**src/rtl/pdp8_bus_master.sv**
```systemverilog
`default_nettype none
// +----------------------------------------------------------------------------+
// | pdp8_bus_master                                                            |
// | Serialises address / IO-code / data beats onto a narrow pin bus.           |
// | Optional feature: define PDP8_BUS_WAIT_EN for data-phase wait states.      |
// | Revision: 1.0                                                              |
// +----------------------------------------------------------------------------+
module pdp8_bus_master #(
    parameter int ADDR_W   = 12,
    parameter int DATA_W   = 12,
    parameter int NIB_W    = 4,
    parameter int ABEAT_W  = 6,
    parameter int MAX_WAIT = 15
) (
    input  logic                clk,
    input  logic                reset,
    input  logic                req_valid,
    output logic                req_ready,
    input  logic                req_write,
    input  logic                req_io,
    input  logic [NIB_W:0]      req_io_code,
    input  logic [ADDR_W-1:0]   req_addr,
    input  logic [DATA_W-1:0]   req_wdata,
    output logic                rsp_valid,
    output logic [DATA_W-1:0]   rsp_rdata,
    output logic                rsp_io_ready,
    output logic                rsp_io_skip,
    output logic                rsp_err,
    output logic                int_pending,
    input  logic                int_clear,
    output logic [ABEAT_W+1:0]  bus_out,
    input  logic [NIB_W-1:0]    bus_in,
    input  logic                bus_wait
);

    localparam int c_abeats    = (ADDR_W + ABEAT_W - 1) / ABEAT_W;
    localparam int c_dbeats    = (DATA_W + NIB_W - 1) / NIB_W;
    localparam int c_apad_w    = c_abeats * ABEAT_W;
    localparam int c_dpad_w    = c_dbeats * NIB_W;
    localparam int c_idx_w     = ABEAT_W - NIB_W;
    localparam int c_max_beats = (c_abeats > c_dbeats) ? c_abeats : c_dbeats;
    localparam int c_cnt_w     = (c_max_beats > 1) ? $clog2(c_max_beats) : 1;

    typedef enum logic [1:0] {S_IDLE, S_ADDR, S_IO, S_DATA} state_t;

    state_t                 r_state, w_state_nxt;
    logic [c_cnt_w-1:0]     r_beat, w_beat_nxt;
    logic [c_apad_w-1:0]    r_addr;
    logic [c_dpad_w-1:0]    r_wdata;
    logic [c_dpad_w-1:0]    r_rd;
    logic [c_dpad_w-1:0]    w_rd_shift;
    logic [NIB_W:0]         r_code;
    logic                   r_write, r_io, r_io_ready, r_io_skip;
    logic                   w_last_abeat, w_last_dbeat, w_accept, w_done, w_int_set;
    logic                   w_stall, w_timeout;

    assign w_last_abeat = (r_beat == c_cnt_w'(c_abeats - 1));
    assign w_last_dbeat = (r_beat == c_cnt_w'(c_dbeats - 1));
    assign w_accept     = req_valid && req_ready;
    assign w_done       = (r_state == S_DATA) && ((w_last_dbeat && !w_stall) || w_timeout);
    assign w_int_set    = (r_state == S_ADDR) && (r_beat == '0) && bus_in[0];
    assign w_rd_shift   = (r_rd << NIB_W) | c_dpad_w'(bus_in);

`ifdef PDP8_BUS_WAIT_EN
    localparam int c_wait_w = $clog2(MAX_WAIT + 1);
    logic [c_wait_w-1:0] r_wait_cnt;

    assign w_stall   = (r_state == S_DATA) && bus_wait;
    assign w_timeout = w_stall && (r_wait_cnt == c_wait_w'(MAX_WAIT - 1));

    // Counts consecutive wait cycles only; any ready cycle restarts the count.
    always_ff @(posedge clk) begin
        if (reset) begin
            r_wait_cnt <= '0;
            rsp_err    <= 1'b0;
        end else begin
            r_wait_cnt <= (w_stall && !w_timeout) ? r_wait_cnt + c_wait_w'(1) : '0;
            if (w_done) rsp_err <= w_timeout;
        end
    end
`else
    logic w_unused_wait;
    assign w_unused_wait = bus_wait;
    assign w_stall       = 1'b0;
    assign w_timeout     = 1'b0;
    assign rsp_err       = 1'b0;
`endif

    always_comb begin
        w_state_nxt = r_state;
        w_beat_nxt  = r_beat;
        bus_out     = '0;
        req_ready   = 1'b0;
        case (r_state)
            S_IDLE: begin
                req_ready = 1'b1;
                if (req_valid) begin
                    w_state_nxt = S_ADDR;
                    w_beat_nxt  = '0;
                end
            end
            S_ADDR: begin
                bus_out = {1'b1, w_last_abeat, r_addr[c_apad_w-1 -: ABEAT_W]};
                if (w_last_abeat) begin
                    w_state_nxt = r_io ? S_IO : S_DATA;
                    w_beat_nxt  = '0;
                end else begin
                    w_beat_nxt = r_beat + c_cnt_w'(1);
                end
            end
            S_IO: begin
                bus_out     = {1'b0, {c_idx_w{1'b1}}, r_code};
                w_state_nxt = S_DATA;
                w_beat_nxt  = '0;
            end
            S_DATA: begin
                bus_out = {1'b0, c_idx_w'(r_beat), r_write,
                           {NIB_W{r_write}} & r_wdata[c_dpad_w-1 -: NIB_W]};
                if (w_timeout) begin
                    w_state_nxt = S_IDLE;
                    w_beat_nxt  = '0;
                end else if (!w_stall) begin
                    if (w_last_dbeat) begin
                        // Accepting here chains the next address beat with no idle gap.
                        req_ready   = 1'b1;
                        w_state_nxt = req_valid ? S_ADDR : S_IDLE;
                        w_beat_nxt  = '0;
                    end else begin
                        w_beat_nxt = r_beat + c_cnt_w'(1);
                    end
                end
            end
            default: w_state_nxt = S_IDLE;
        endcase
    end

    always_ff @(posedge clk) begin
        if (reset) begin
            r_state      <= S_IDLE;
            r_beat       <= '0;
            r_addr       <= '0;
            r_wdata      <= '0;
            r_rd         <= '0;
            r_code       <= '0;
            r_write      <= 1'b0;
            r_io         <= 1'b0;
            r_io_ready   <= 1'b0;
            r_io_skip    <= 1'b0;
            rsp_valid    <= 1'b0;
            rsp_rdata    <= '0;
            rsp_io_ready <= 1'b0;
            rsp_io_skip  <= 1'b0;
            int_pending  <= 1'b0;
        end else begin
            r_state   <= w_state_nxt;
            r_beat    <= w_beat_nxt;
            rsp_valid <= 1'b0;
            case (r_state)
                S_ADDR: r_addr <= r_addr << ABEAT_W;
                S_IO: begin
                    r_io_ready <= bus_in[0];
                    r_io_skip  <= bus_in[1];
                end
                S_DATA: if (!w_stall) begin
                    r_rd    <= w_rd_shift;
                    r_wdata <= r_wdata << NIB_W;
                end
                default: ;
            endcase
            if (w_done) begin
                rsp_valid    <= 1'b1;
                rsp_rdata    <= (r_write || w_timeout) ? '0 : w_rd_shift[DATA_W-1:0];
                rsp_io_ready <= r_io_ready;
                rsp_io_skip  <= r_io_skip;
            end
            // Later assignment overrides the data shift when a request lands in the last beat.
            if (w_accept) begin
                r_addr     <= c_apad_w'(req_addr);
                r_wdata    <= c_dpad_w'(req_wdata);
                r_code     <= req_io_code;
                r_write    <= req_write;
                r_io       <= req_io;
                r_io_ready <= 1'b0;
                r_io_skip  <= 1'b0;
            end
            if (w_int_set)      int_pending <= 1'b1;
            else if (int_clear) int_pending <= 1'b0;
        end
    end

endmodule
`default_nettype wire

```
**config.mk**
```make
export PLATFORM = sky130hd
export DESIGN_NAME = pdp8_bus_master
export DESIGN_NICKNAME = d
export VERILOG_FILES = /design/src/rtl/pdp8_bus_master.sv
export SDC_FILE = /design/constraint.sdc
export NUM_CORES = 1
export LEC_CHECK = 0
export CAP_MARGIN = 20
export CORE_AREA = 2 2 80 82
export CTS_CLUSTER_DIAMETER = 60
export CTS_CLUSTER_SIZE = 10
export DETAILED_ROUTE_END_ITERATION = 6
export DIE_AREA = 0 0 82 84
export PLACE_DENSITY = 0.73
export SLEW_MARGIN = 20
export SYNTH_ARGS = -nofsm -noshare
export SYNTH_HDL_FRONTEND = slang
export SYNTH_SLANG_ARGS = --single-unit
```
**constraint.sdc**
```tcl
create_clock -name clk -period 2.2 [get_ports clk]
set_input_delay 0.44 -clock clk [delete_from_list [all_inputs] [get_ports clk]]
set_output_delay 0.44 -clock clk [all_outputs]
set_load 0.05 [all_outputs]
```
Word-level counts from Yosys, hierarchy flattened
Cells that the tools add are included.
W data, S select, Z words.
- register bits: 61
- bits in latches: 0
- bits in writable memories: 0
- memory bits (read-only): 0
- output and inout port bits: 26
- word-level logic and storage cells: 58
- memories: 0
- add/sub/neg operators: 1
- multiply operators: 0
- div/mod/pow operators: 0
- order comparisons: 0
- equal/unequal tests: 8
- shifts and indexed selects: 0
- mux-type cells: 21
- bitwise operators: 2
- reductions and logical operators: 11
- operator list (operator ; count):
    $mux W12 ; 5
    $pmux W8 S3 ; 1
    $pmux W2 S4 ; 2
    $mux W2 ; 6
    $or A12 B4 Y12 ; 1
    $eq A2 B2 Y1 const B ; 3
    $mux W1 ; 6
    $ne A2 B2 Y1 const B ; 3
    $reduce_bool A2 Y1 ; 3
    $and A4 B4 Y4 ; 1
    $eq A2 B1 Y1 const B ; 2
    $logic_and A1 B1 Y1 ; 4
    $logic_not A2 Y1 ; 2
    $reduce_and A3 Y1 ; 1
    $add A2 B1 Y2 const B ; 1
    $pmux W1 S2 ; 1
    $reduce_or A2 Y1 ; 1

Longest topological paths before layout
Gate-level depths: netlist of run 1.
- word-level depth: 5
- depth in mapped cells: 9

Least setup slack after synthesis of run 1
Ideal clock, no wire load.
- kind: flip-flop to output port
- start point: reg r_state[1]
- end point: out bus_out[6]
- arrival: 2.343 ns
- setup slack: -0.583 ns
- stages on the path, launching flop included: 7
- path buffers: 2
- cells stage by stage: dfxtp_1 inv_1 ha_1 clkbuf_1 buf_2 nand3b_1 a21oi_1
- longest elaborated chain between the ends: 2
- RTL lines (element ; line ; RTL):
    start, declared ; 46 ; state_t r_state, w_state_nxt;
    start signal, assigned ; 155 ; r_state <= w_state_nxt;
    $eq A2 B2 Y1 / $eq A2 B1 Y1 (equally long branches) ; 94 ; case (r_state)
    $pmux W8 S3 * ; 94 ;
    end, declared ; 31 ; output logic [ABEAT_W+1:0] bus_out,
Every way passes the cells marked *; elsewhere a longest branch is shown, timed or not.

Final worst setup path of run 1
- start point: reg r_state[0]
- end point: out bus_out[3]
The elaborated chain is that of the path after synthesis.

==> results of run 1 <==
-- repair_timing --
action                     in CTS  in global routing
pin swaps                       5                  5
setup buffers                   3                  5
gates resized for setup        12                  7
setup endpoints to repair      15                  7
cloned                          0                  0
-- worst max path at each step --
| stage | startpoint | to | cells past startpoint |
|---|---|---|---|
| after detailed placement | r_state[0] | r_addr[8] | 5 |
| after global routing | r_state[1] | bus_out[1] | 5 |
| final | r_state[0] | bus_out[3] | 5 |
| after CTS | r_state[0] | bus_out[3] | 5 |
| after floorplan | r_state[1] | bus_out[6] | 6 |
| after global placement | r_state[0] | r_addr[9] | 5 |
-- worst max-delay path, stage by stage, from the launching register on --
cell                       delay (ps)
sky130_fd_sc_hd__dfxtp_4          380
sky130_fd_sc_hd__ha_4             180
sky130_fd_sc_hd__and2_4           150
sky130_fd_sc_hd__a222oi_1         420
sky130_fd_sc_hd__nor2_4            70
sky130_fd_sc_hd__buf_12           160
-- logic make-up after synthesis --
group / after synthesis / share of synthesized area [%]
buffers and inverters: 27 / 6.08
AND/OR/NAND/NOR: 92 / 15.8
flip-flops: 61 / 46.3
AO/OA/AOI/OAI: 68 / 19.7
adder cells (fa/ha/maj): 6 / 2.85
multiplexers: 24 / 9.12
other: 1 / 0.142
-- cells in the final DEF (no fill, tap or decap), types with 2 or more instances in the layout --
| cell | instances |
|---|---|
| sky130_fd_sc_hd__a211oi_1 | 6 |
| sky130_fd_sc_hd__bufinv_16 | 3 |
| sky130_fd_sc_hd__dfxtp_1 | 59 |
| sky130_fd_sc_hd__nand2_1 | 30 |
| sky130_fd_sc_hd__dfxtp_4 | 2 |
| sky130_fd_sc_hd__a211oi_2 | 9 |
| sky130_fd_sc_hd__nor2b_1 | 3 |
| sky130_fd_sc_hd__nand3b_1 | 7 |
| sky130_fd_sc_hd__mux2i_1 | 24 |
| sky130_fd_sc_hd__clkdlybuf4s50_1 | 53 |
| sky130_fd_sc_hd__nor2_1 | 26 |
| sky130_fd_sc_hd__clkinv_2 | 3 |
| sky130_fd_sc_hd__a222oi_1 | 5 |
| sky130_fd_sc_hd__buf_12 | 8 |
| sky130_fd_sc_hd__a22o_1 | 12 |
| sky130_fd_sc_hd__ha_4 | 3 |
| sky130_fd_sc_hd__buf_4 | 19 |
| sky130_fd_sc_hd__nor2_4 | 6 |
| sky130_fd_sc_hd__nor3_1 | 3 |
| sky130_fd_sc_hd__clkbuf_8 | 9 |
| sky130_fd_sc_hd__a21oi_1 | 27 |
| sky130_fd_sc_hd__ha_2 | 2 |
| sky130_fd_sc_hd__o211ai_1 | 2 |
| sky130_fd_sc_hd__o21ai_0 | 2 |
| sky130_fd_sc_hd__nand3_1 | 9 |
| sky130_fd_sc_hd__nand2b_1 | 3 |
-- area by class of cell --
cell class                      count  area, µm²
Timing Repair Buffer               84        872
Tap cell                           77       96.3
Fill cell                         524       2280
Sequential cell                    61       1230
Clock inverter                      7        114
Clock buffer                        9        124
Inverter                            3       13.8
Multi-Input combinational cell    191       1360
-- registers in the layout (all words and copies together), names as in the netlist --
| register | flops |
|---|---|
| int_pending | 1 |
| r_state | 2 |
| rsp_io_ready | 1 |
| rsp_valid | 1 |
| r_beat | 2 |
| rsp_io_skip | 1 |
| r_write | 1 |
| r_wdata | 12 |
| r_code | 5 |
| r_rd | 8 |
| rsp_rdata | 12 |
| r_io_ready | 1 |
| r_io_skip | 1 |
| r_addr | 12 |
| r_io | 1 |
-- metal layers --
metal | vias to the layer above | wire (µm) | track usage [%]
met4 | 0 | 63 | 8.48
li1 | 1129 | - | -
met5 | - | 0 | 0
met2 | 54 | 3160 | 31.6
met1 | 1083 | 2810 | 24.9
met3 | 6 | 258 | 4.22
-- report_power, final --
part           switching, mW  internal, mW  total [mW]
clock                  0.445         0.748        1.19
sequential             0.169          1.36        1.53
combinational           1.07         0.848        1.91
-- stage by stage --
stage | std cells | TNS [ps] | setup WS (ps) | hold WS [ps] | cell area [µm²]
floorplan | 279 | 0 | 13.9 | 431 | 2700
global placement | 407 | 0 | 61.0 | 445 | 3430
global route | 432 | -30.4 | -12.0 | 450 | 3810
finish | 432 | 0 | 50.9 | 443 | 3810
CTS | 426 | -26.3 | -26.3 | 427 | 3740
detailed placement | 407 | -0.622 | -0.622 | 447 | 3430
==> metrics.cfg, run 1 <==
[routing]
route.detailed.drc=0
total_vias_in_the_final_route=2272
wl_per_cell_um=14.6
drt_first_iter_violations=129
detail_route.wirelength_um=6300
firstDrtPassIters=7
drtAntennaViolNets=0
vias_per_cell=5.26

[yosys]
synth_async_sr_flop_share_pct=0
ys_ff_latch=61
synth_seq_area_share_pct=46.3
synth_common_cells=61 x sky130_fd_sc_hd__dfxtp_1, 33 x sky130_fd_sc_hd__nor2_1, 30 x sky130_fd_sc_hd__nand2_1
yosys.cell_count.top_type=sky130_fd_sc_hd__dfxtp_1
avgSynthCellArea_um2=9.44
synth.largest_area_cell=sky130_fd_sc_hd__dfxtp_1
syn-instance-count=279
synthesis_warnings=0
syn_nets=325
synth.area.top_cells=sky130_fd_sc_hd__dfxtp_1 46%, sky130_fd_sc_hd__mux2i_1 9.1%, sky130_fd_sc_hd__a21oi_1 5.3%
number_of_enable_flip_flop_cells_after_synthesis=0
yosysUniqueCellTypes=32
area_of_the_mapped_netlist_um2=2640
yosys.area.top_type_share_pct=46.3
synthFlopType=sky130_fd_sc_hd__dfxtp_1

[flow_run]
drv.max_cap_violation_count=0

[global_routing]
grt_first_pass_wirelength_um=10500
number_of_antenna_violations_at_the_first_check_in_global_routing=0
global_route.usage.total_pct=19.6
grt_start_max_net_pins=46
grt_pass1_vias=2242
globalRouteOverflowTotal=0

[power_and_ir_drop]
peakVddDrop_uv=659
power_density_nw_per_um2=1220
total_power_mw=4.64
power.static_leakage_nw=1.36

[die]
die_width_um=82
core_um2=6100
die-area_um2=6890
start_util_pct=43.2
rows=29
design.portCount=66
vertical_die_dimension_um=84

[setup_path]
criticalPathCategory=reg -> out
crit_path_max_fanout=5
worst_setup_start_kind=flop
worstSetupEndpointType=output port
timing.critical_path.arrival_ps=1710
worst_r2r_endpoint=r_wdata[7]
worst-r2r-cell-count=6
worstPathRequired_ps=1760
r2r_start=r_state[0]
timing.reg2reg.setup_slack_ps=220

[final_layout]
final_layout_size_suffix_gt1_share_pct=21.4
area_delta_synth_final_pct=44.7
utilization_pct=62.5
fin_nets=396
antenna_cells_inserted=0

[worst_hold_path]
hold_path_end=r_rd[3]
hold-path-cell-count=2
hold_path_startpoint=reset
holdCritPathClass=in -> reg

[placed_design]
io_buffer_count=63
dp_hpwl_um=4220
gp_congestion=0.784

[timing]
hold_violations=0
setup_violations=0
worstMarginPinSlew_ps=736
grt_setup_unrepaired=true
finClkSkew_ps=6.24
final_period_minus_worst_setup_slack_ps=2150
fmax_mhz=465
max-slew-margin-rel_pct=50.8
timing_max_transition_violations_final=0
min_period_over_period_pct=97.7

[cts]
postCtsHoldBufs=0
cts_tree=done
cts_htree_levels=3
root_buffer=sky130_fd_sc_hd__clkbuf_8
clock_latency_ps=330
clock_sink_count=61
cts-buffers-inserted=9
cts.clk_slew.worst_paths_ps=70
clk_path_buf_depth=2

[run_status]
status=completed

Note: power is estimated with default switching activity, not from simulation.
==> run 2: changes to the inputs <==
Settings changed: CORE_AREA 2 2 80 82 to 2 2 66 99, DIE_AREA 0 0 82 84 to 0 0 68 101, PLACE_DENSITY 0.73 to 0.72.
==> run 2 against run 1 <==
Sequential share of layout area is 0.70 points higher. Die area is 0.29% lower. Routed wire length shrank 4.6%. Clock power is 8% lower. Non-clock buffer count down 6. Count of clock-buffer cells in the layout up 3. First-iteration DRC count shrank 22%. Sequential power about the same. Utilization fell by 0.80 points. Register-to-register slack got worse by 20 ps. Worst setup slack got worse by 47 ps. Largest power group unchanged.
==> metrics.cfg, run 2 (synthesis results as in run 1) <==
[run_status]
status=completed

[die]
die_width_um=68  ; -17%
design.portCount=66  ; unchanged
die-area_um2=6870  ; -0.29%
start_util_pct=43.6  ; +0.38 points
vertical_die_dimension_um=101  ; +20%
core_um2=6040  ; -0.86%
rows=35  ; +21%

[routing]
total_vias_in_the_final_route=2192  ; -3.5%
wl_per_cell_um=14.2  ; -2.6%
detail_route.wirelength_um=6000  ; -4.6%
drtAntennaViolNets=0  ; unchanged
route.detailed.drc=0  ; unchanged
routed.top_layer=met4
wl_met2_um=3170  ; +0.19%
firstDrtPassIters=5  ; -2
vias_per_cell=5.18  ; -1.5%
route.layer.met1.wl_um=2450  ; -13%
routed-wl-met3_um=247  ; -4.3%
drt_first_iter_violations=100  ; -22%

[timing]
timing_max_transition_violations_final=0  ; unchanged
final_critical_path_setup_slack_ps=3.94  ; -46.9 ps
min_period_over_period_pct=99.8  ; +2.1 points
worstMarginPinSlew_ps=715  ; -21.3 ps
finClkSkew_ps=4.41  ; -1.84 ps
total_negative_slack_ps=0  ; unchanged
fin_hold_ws_ps=454  ; +10.8 ps
hold_violations=0  ; unchanged
grt_setup_unrepaired=true
setup_violations=0  ; unchanged
max-slew-margin-rel_pct=52.2  ; +1.4 points
final_period_minus_worst_setup_slack_ps=2200  ; +46.9 ps
fmax_mhz=455  ; -2.1%

[global_routing]
grt_start_max_net_pins=46  ; unchanged
grt_first_pass_wirelength_um=10100  ; -3.7%
grt_pass1_vias=2169  ; -3.3%
globalRouteOverflowTotal=0  ; unchanged
global_route.usage.total_pct=19.7  ; +0.024 points
number_of_antenna_violations_at_the_first_check_in_global_routing=0  ; unchanged

[power_and_ir_drop]
total_power_mw=4.45  ; -3.9%
power.static_leakage_nw=1.32  ; -3.0%
power_density_nw_per_um2=1190  ; -1.8%
peakVddDrop_uv=751  ; +14%

[final_layout]
fin_nets=390  ; -1.5%
design_area_um2=3730  ; -2.1%
finalNonFillerCells=423  ; -2.1%
reg_top3=r_addr (12), r_wdata (12), rsp_rdata (12)
layout.cells.most_common_list=59 x sky130_fd_sc_hd__dfxtp_1, 53 x sky130_fd_sc_hd__clkdlybuf4s50_1, 30 x sky130_fd_sc_hd__nand2_1
final_layout_size_suffix_gt1_share_pct=19.2  ; -2.2 points
n_fill_cell=534  ; +1.9%
antenna_cells_inserted=0  ; unchanged
layout_commonest_cell=sky130_fd_sc_hd__dfxtp_1
area_delta_synth_final_pct=41.6
utilization_pct=61.7  ; -0.80 points

[cts]
cts_htree_levels=3  ; unchanged
root_buffer=sky130_fd_sc_hd__clkbuf_8
cts_tree=done
cts-buffers-inserted=9  ; unchanged
clk_path_buf_depth=2  ; unchanged
clock_sink_count=61  ; unchanged
clock_latency_ps=330  ; about the same
cts.clk_slew.worst_paths_ps=60  ; about the same
postCtsHoldBufs=0  ; unchanged

[setup_path]
timing.critical_path.arrival_ps=1760  ; +50 ps
cell_breakdown_of_the_critical_path=ha_2 -> buf_4 -> a221oi_1 -> nor2_4 -> buf_12
worstPathRequired_ps=1760  ; about the same
setup.worst_path.start=r_state[0]
r2r_start=r_state[0]
worst_setup_start_kind=flop
timing.critical_path.slowest_stage_cell=sky130_fd_sc_hd__a221oi_1
worstSetupEndpointType=output port
criticalPathCategory=reg -> out
crit_path_max_fanout=12  ; +7
cpPeakStageDelay_ps=420  ; about the same

[placed_design]
gp_congestion=0.944  ; +20%
placement_cell_area_um2=3430  ; -0.11%
place.detailed.instances=404  ; -0.74%
place_ws_ps=17.6  ; +18.3 ps
io_buffer_count=63  ; unchanged
dp_hpwl_um=4310  ; +2.2%

[flow_run]
drv.max_cap_violation_count=0  ; unchanged

[worst_hold_path]
holdCritPathClass=in -> reg
hold_path_startpoint=reset

==> run 2: worst paths after layout <==
kind,depth (start not counted),end,slack [ps]
worst max register to register,6,r_wdata[6],200
worst min register to register,2,r_code[4],460
worst max-delay path,5,bus_out[5],4
worst min-delay path,2,rsp_valid,450
==> run 2: area by class of cell <==
type,instances,area (µm²),share of cell area (%)
inverter,3,11.3,0.302
tap,74,92.6,2.48
multi-input combinational,191,1350,36.1
timing repair buffer,78,827,22.2
clock inverter,4,70.1,1.88
clock buffer,12,155,4.16
sequential,61,1230,32.9
==> run 2: critical path: cells and delay by family (launching register included) <==
kind	cells	cell delay, ps
compound gates	1	420
flops	1	370
fa+ha+maj	1	210
simple gates	1	60
buf+inv	2	360
==> run 2: per-layer routing <==
metal	up-vias	track usage (%)
li1	1109	-
met2	67	33.1
met1	1005	22.2
met4	0	11.1
met5	-	0
met3	11	4.47
==> run 2: where the power goes <==
| group | internal (mW) | leakage (nW) | switching [mW] |
|---|---|---|---|
| clock | 0.696 | 0.116 | 0.405 |
| combinational | 0.792 | 0.708 | 1.03 |
| sequential | 1.36 | 0.498 | 0.168 |
==> run 2: timing repair <==
| item | in CTS | in global routing |
|---|---|---|
| setup endpoints to repair | 9 | 8 |
| hold endpoints to repair | 0 | 0 |
| pin swaps | 3 | 5 |
| resized for setup | 9 | 5 |
| setup buffers | 2 | 0 |
